==> src/rtl/btn_event_decoder.sv <==
// Button event decoder: turns a debounced button level into short-press,
// double-click and long-press pulses, plus a held flag for long presses.
//
// state  | meaning
// IDLE   | waiting for a rising edge of db_level
// PRESS1 | first press in progress, timing toward a long press
// GAP    | first press released, waiting for a second press or timeout
// PRESS2 | second press of a double click, waiting for release
// LONG   | long press qualified, waiting for release
module btn_event_decoder #(
  parameter int unsigned LONG_TICKS = 50_000_000,
  parameter int unsigned GAP_TICKS  = 25_000_000,
  parameter int unsigned W          = 26
) (
  input  logic clk,
  input  logic reset,
  input  logic db_level,
  input  logic en,
  output logic short_tick,
  output logic double_tick,
  output logic long_tick,
  output logic held,
  output logic busy
);

  typedef enum logic [2:0] {
    IDLE   = 3'd0,
    PRESS1 = 3'd1,
    GAP    = 3'd2,
    PRESS2 = 3'd3,
    LONG   = 3'd4
  } state_t;

  localparam logic [W-1:0] LONG_LAST = W'(LONG_TICKS - 1);
  localparam logic [W-1:0] GAP_LAST  = W'(GAP_TICKS - 1);

  state_t         state_q, state_d;
  logic [W-1:0]   cnt_q, cnt_d;
  logic           prev_q;
  logic           short_q, short_d;
  logic           double_q, double_d;
  logic           long_q, long_d;
  logic           held_q, held_d;
  logic           rise;

  assign rise = db_level & ~prev_q;

  // State, counter, edge-detect history and registered outputs.
  // prev resets high so a button held through reset is not seen as a press.
  always_ff @(posedge clk) begin
    if (!reset) begin
      state_q  <= IDLE;
      cnt_q    <= '0;
      prev_q   <= 1'b1;
      short_q  <= 1'b0;
      double_q <= 1'b0;
      long_q   <= 1'b0;
      held_q   <= 1'b0;
    end else begin
      state_q  <= state_d;
      cnt_q    <= cnt_d;
      prev_q   <= db_level;
      short_q  <= short_d;
      double_q <= double_d;
      long_q   <= long_d;
      held_q   <= held_d;
    end
  end

  // Next-state, counter and tick decisions; counter clears on every transition.
  always_comb begin
    state_d  = state_q;
    cnt_d    = cnt_q;
    short_d  = 1'b0;
    double_d = 1'b0;
    long_d   = 1'b0;
    held_d   = 1'b0;
    if (!en) begin
      state_d = IDLE;
      cnt_d   = '0;
    end else begin
      case (state_q)
        IDLE: begin
          if (rise) begin
            state_d = PRESS1;
            cnt_d   = '0;
          end
        end
        PRESS1: begin
          // Release beats the long-press decision on the same edge.
          if (!db_level) begin
            state_d = GAP;
            cnt_d   = '0;
          end else if (cnt_q == LONG_LAST) begin
            state_d = LONG;
            cnt_d   = '0;
            long_d  = 1'b1;
            held_d  = 1'b1;
          end else begin
            cnt_d = cnt_q + 1'b1;
          end
        end
        GAP: begin
          // A press on the expiry edge still counts as a double click.
          if (db_level) begin
            state_d  = PRESS2;
            cnt_d    = '0;
            double_d = 1'b1;
          end else if (cnt_q == GAP_LAST) begin
            state_d = IDLE;
            cnt_d   = '0;
            short_d = 1'b1;
          end else begin
            cnt_d = cnt_q + 1'b1;
          end
        end
        PRESS2: begin
          if (!db_level) begin
            state_d = IDLE;
            cnt_d   = '0;
          end
        end
        LONG: begin
          held_d = 1'b1;
          if (!db_level) begin
            state_d = IDLE;
            cnt_d   = '0;
            held_d  = 1'b0;
          end
        end
        default: begin
          state_d = IDLE;
          cnt_d   = '0;
        end
      endcase
    end
  end

  assign short_tick  = short_q;
  assign double_tick = double_q;
  assign long_tick   = long_q;
  assign held        = held_q;
  assign busy        = (state_q != IDLE);

endmodule

==> config.mk <==
export PLATFORM = sky130hd
export DESIGN_NAME = btn_event_decoder
export DESIGN_NICKNAME = d
export VERILOG_FILES = /design/src/rtl/btn_event_decoder.sv
export SDC_FILE = /design/constraint.sdc
export NUM_CORES = 1
export LEC_CHECK = 0
export CORE_MARGIN = 2
export CORE_UTILIZATION = 38
export DETAILED_ROUTE_END_ITERATION = 8
export GPL_TIMING_DRIVEN = 0
export PLACE_DENSITY = 0.57
export SYNTH_ARGS = -nofsm -noshare
export SYNTH_HDL_FRONTEND = slang
export SYNTH_SLANG_ARGS = --single-unit
==> constraint.sdc <==
create_clock -name clk -period 2.41 [get_ports clk]
set_input_delay 0.241 -clock clk [delete_from_list [all_inputs] [get_ports clk]]
set_output_delay 0.241 -clock clk [all_outputs]
set_load 0.02 [all_outputs]
# Yosys cells after proc, flatten, opt, wreduce, memory -nomap -nowiden
# Cells that the tools add are included.
# word_totals
reg_bits,34
inputBits,4
output_inout_bits,5
elab_cells,51
# op_classes
addsub,1
eq_ne,10
n_mux,19
n_bitwise,5
n_reduce_logical,9
# ops
operator,count
26-bit 2-to-1 mux,6
26-bit one-hot mux with 4 select lines,1
26-bit by 1-bit adder with 26-bit output (second input constant),1
26-bit by 25-bit == test with 1-bit output (second input constant),1
26-bit == test (second input constant),1
3-bit 2-to-1 mux,6
3-bit one-hot mux with 4 select lines,1
3-bit by 2-bit == test with 1-bit output (second input constant),2
3-bit != test (second input constant),2
3-bit AND reduction,2
1-bit 2-to-1 mux,4
2-bit != test (second input constant),2
1-bit inverter,4
2-bit AND reduction,2
4-bit AND reduction,1
4-bit OR reduction,1
3-bit by 1-bit == test with 1-bit output (second input constant),1
3-bit == test (second input constant),1
3-bit logical NOT,1
3-bit nonzero test,1
1-bit one-hot mux with 2 select lines,1
2-bit OR reduction,1
1-bit bitwise AND,1

# Depth between registers and ports, before layout
# logic_depth
depth_word,4
mapped_depth,7
ltp_nobuf,6

# Worst setup path before layout
# OpenSTA, ideal clock, no wires.
# synth_timing
path_type,register to register
start,reg cnt_q[7]
end,reg cnt_q[21]
setup_ns,0.126
arrival_time_ns,2.305
t_required_ns,2.284
slack_ns,-0.020
path_stages_with_launch,7
n_path_buf,1
synth_period_minus_slack_ns,2.430
cell_sequence,dfxtp_1 -> or4_1 -> or4_4 -> o31a_1 -> o31ai_4 -> buf_6 -> a21oi_1
# synth_via
elab_chain_len,4
word_cells_on_any_way,8
classes_between,1 x add/sub; 2 x eq/ne; 5 x mux
# synth_lines
item,line,rtl
from (decl),38,"logic [W-1:0] cnt_q, cnt_d;"
from (signal assigned),61,cnt_q <= cnt_d;
26-bit by 1-bit adder with 26-bit output (tied with other cells),"100, 114",
"26-bit 2-to-1 mux, on equally long branches","109, 94",
"26-bit 2-to-1 mux, on equally long branches","105, 91",
26-bit one-hot mux with 4 select lines *,82,case (state_q)
# Every way passes the cells marked *; elsewhere a longest branch is shown, timed or not.
# A chain may end at the register's enable or synchronous reset.

# Final worst setup path
# layout_timing
start,reg cnt_q[8]
end,reg cnt_q[21]
# The elaborated chain is that of the path after synthesis.

==> reports/results.tsv <==
metric	value	unit
Setup violations, final	6	
total stage count of the critical path	7	
met2 wire len	1920	µm
launch point of the worst path	cnt_q[8]$_SDFFE_PN0P_	
final cell count without fillers	291	
Die Span Y	71.5	µm
cell area after synthesis	1730	µm²
Ys Warns	0	
met3 wire length	157	µm
Final Cycle Share	100	%
worst hold path class	reg -> reg	
largest area contributor in the synthesized netlist	dfxtp_1	
Post-synth top cells	dfxtp_1, nor2_1, nand2_1, a21oi_1	
Reg power frac	49.9	%
sw frac	26.0	%
number of global-route vias before repair	1548	
Pre-antenna DRT Iters	4	
final core utilization	48.6	%
CP endpoint	cnt_q[21]$_SDFFE_PN0P_	
Least-Margin Pin Slew	0.526	ns
Worst Skew	0.00784	ns
worst-path fanout max	5	
min setup slack post-route	-0.0108	ns
Mapped Avg Cell Area	8.17	µm²
TNS Setup	-0.0255	ns
pwr dens	533	nW/µm²
Max-cap violations	0	
GP Congestion	0.743	
Synthesized Nets	217	
CTS tree	yes	
Post-Place Cell Area	1880	µm²
ratio of cells with drive above 1 in the final layout	18.0	%
reg2reg path depth	7	
FF-to-FF setup slack	-0.01	ns
maximum VDD drop	0.303	mV
worst skew pair latency	0.29	ns
Setup Crit Path Kind	reg -> reg	
cts-stage hold buffer count	0	
family with the most delay on the worst path	simple AND/OR/NAND/NOR gates	
max frequency	0.413	GHz
Slowest-stage cell, CP	or4_4	
CTS max path bufs	2	
top-count cell post-synth	dfxtp_1	
Worst path max stage delay	0.54	ns
Slew headroom	64.8	%
H-tree depth	2	
final wirelength	4120	µm
Synth Flop Type	dfxtp_1	
Critical Path RT	2.58	ns
placed cells	272	
largest net degree at the start of global routing	12	
Initial Util	39.5	%
GRT Total Usage	17.8	%
M1 wire length	1980	µm
DR top layer	met4	
DRC viols	0	
WL per Instance	14.1	µm
Yosys reg bits	34	
vias per inst	5.71	
Slew Limit Fails	0	
Critical Path Start Type	register	
minimum hold slack	0.489	ns
initial antenna violation count	0	
outcome	complete, but fails checks	
Antenna Diode Count	0	
Synth top area share	39.3	%
Tot Pwr	1.14	mW
1st-iter DRT viols	98	
Worst-path clk slew	0.08	ns
vias	1661	
dpl hpwl	2720	µm
Setup crit end kind	register	
Num CTS Buffers	5	
fin nets	243	
failing checks	negative setup slack	
die area	5110	µm²
leakage power	0.633	nW
Comb power frac	10.4	%
Core Footprint	4380	µm²
CTS root buf	clkbuf_8	
Area contributors post-synth	dfxtp_1, nor2_1, xor2_1	
port buffer count	8	
# rows	24	
final hold vios	0	
Psw	0.295	mW
Post-synth EDFFs	0	
pre-CTS WS	-0.241	ns
CP Cell Sequence	or4_4 -> or4_4 -> o31a_1 -> o31ai_4 -> buf_6 -> buf_6 -> a21oi_1	
reg2reg end	cnt_q[21]$_SDFFE_PN0P_	
die width	71.5	µm
Mapped Cells	212	
worst path arrival time	2.59	ns
grt total ovfl	0	
Clk pwr share	39.7	%
r2r startpoint	cnt_q[8]$_SDFFE_PN0P_	
final instance area	2130	µm²
worst path bufs/invs	2	
part of the Yosys area used for sequential elements	39.3	%
P_int	0.841	mW
first-pass GRT wire length	7120	µm
FFs w/ async S/R, synth	0	%
RSZ-0062 raised after global routing	yes	
Layout area overhead	23.0	%
distinct cell type count after synthesis	41	
antenna-violating nets left	0	
Final min period	2.42	ns
# fillers	445	
CTS sink count	34	
Ports	9	
how the worst min path moves through the flow:
stage / from / to / slack [ns] / depth (start not counted)
global placement: cnt_q[24]$_SDFFE_PN0P_ / cnt_q[24]$_SDFFE_PN0P_ / 0.48 / 2
finish: cnt_q[22]$_SDFFE_PN0P_ / cnt_q[22]$_SDFFE_PN0P_ / 0.49 / 2
detailed placement: cnt_q[1]$_SDFFE_PN0P_ / cnt_q[1]$_SDFFE_PN0P_ / 0.48 / 2
CTS: cnt_q[24]$_SDFFE_PN0P_ / cnt_q[24]$_SDFFE_PN0P_ / 0.49 / 2
global route: reset / prev_q$_SDFF_PN1_ / 0.51 / 2
floorplan: reset / prev_q$_SDFF_PN1_ / 0.31 / 1
routing by layer:
| metal | up-vias | track usage, % |
|---|---|---|
| met5 | - | 0 |
| met4 | 0 | 8.18 |
| met3 | 5 | 2.95 |
| met2 | 32 | 28.7 |
| met1 | 787 | 23.3 |
| li1 | 837 | - |
worst reg2reg max path, stage by stage (launching register included):
cell     delay (ns)
dfxtp_4        0.35
or4_4          0.54
or4_4          0.54
o31a_1         0.32
o31ai_4        0.22
buf_6          0.16
buf_6          0.13
a21oi_1        0.04
kinds of logic (layout without fill, tap and decap cells):
kind of cell / after synthesis / after routing / synth area share (%)
XOR/XNOR: 14 / 14 / 7.08
flip-flops: 34 / 34 / 39.3
AO/OA/AOI/OAI: 39 / 39 / 14.5
buffers and inverters: 12 / 39 / 3.47
AND/OR/NAND/NOR: 112 / 112 / 34.9
adder cells (fa/ha/maj): 1 / 1 / 0.722
what timing repair did:
action,in CTS,in global routing
gates cloned,2,0
setup endpoints to repair,28,26
setup buffers,7,3
gates resized for setup,7,14
pin swaps,4,3
state kept, by name, summed over array words and instances, names as in the netlist:
register	cells
short_tick	1
state_q	3
cnt_q	26
held	1
double_tick	1
long_tick	1
prev_q	1
cell usage in the layout (no fill, tap or decap), drive strengths merged:
cell / count
nand2: 23
o31a: 1
o31ai: 7
a41o: 1
nand3: 12
nor3: 6
o32ai: 1
nand4: 12
xnor2: 4
or2: 1
clkinvlp: 1
nand4b: 2
ha: 1
nor2: 26
clkinv: 1
and3: 3
and2: 3
or4b: 2
buf: 13
and3b: 1
and4: 1
or3: 7
xor2: 10
or4: 6
nand4bb: 1
inv: 5
o21bai: 1
clkdlybuf4s50: 8
o21ai: 10
dfxtp: 34
nor3b: 1
a21oi: 14
nor4: 4
a2111oi: 1
clkbuf: 11
a31oi: 1
or4bb: 1
a41oi: 1
o22ai: 1
power by group through the flow:
| stage | Clock (mW) | Sequential (mW) | Combinational (mW) |
|---|---|---|---|
| detailed placement | 0 | 0.582 | 0.102 |
| global placement | 0 | 0.582 | 0.102 |
| CTS | 0.460 | 0.569 | 0.116 |
| finish | 0.451 | 0.567 | 0.119 |
| global route | 0.479 | 0.567 | 0.131 |
| floorplan | 0 | 0.583 | 0.0683 |
layout make-up:
type / instances / area, µm² / share of cell area (%)
repair buffers: 19 / 174 / 8.17
multi-input cells: 166 / 1050 / 49.1
clock inverters: 2 / 12.5 / 0.588
flip-flops and latches: 34 / 689 / 32.4
clock buffers: 6 / 82.6 / 3.88
well taps: 52 / 65.1 / 3.06
plain buffers: 7 / 41.3 / 1.94
inverters: 5 / 18.8 / 0.881
No activity file was read; power rests on OpenSTA's default activity.
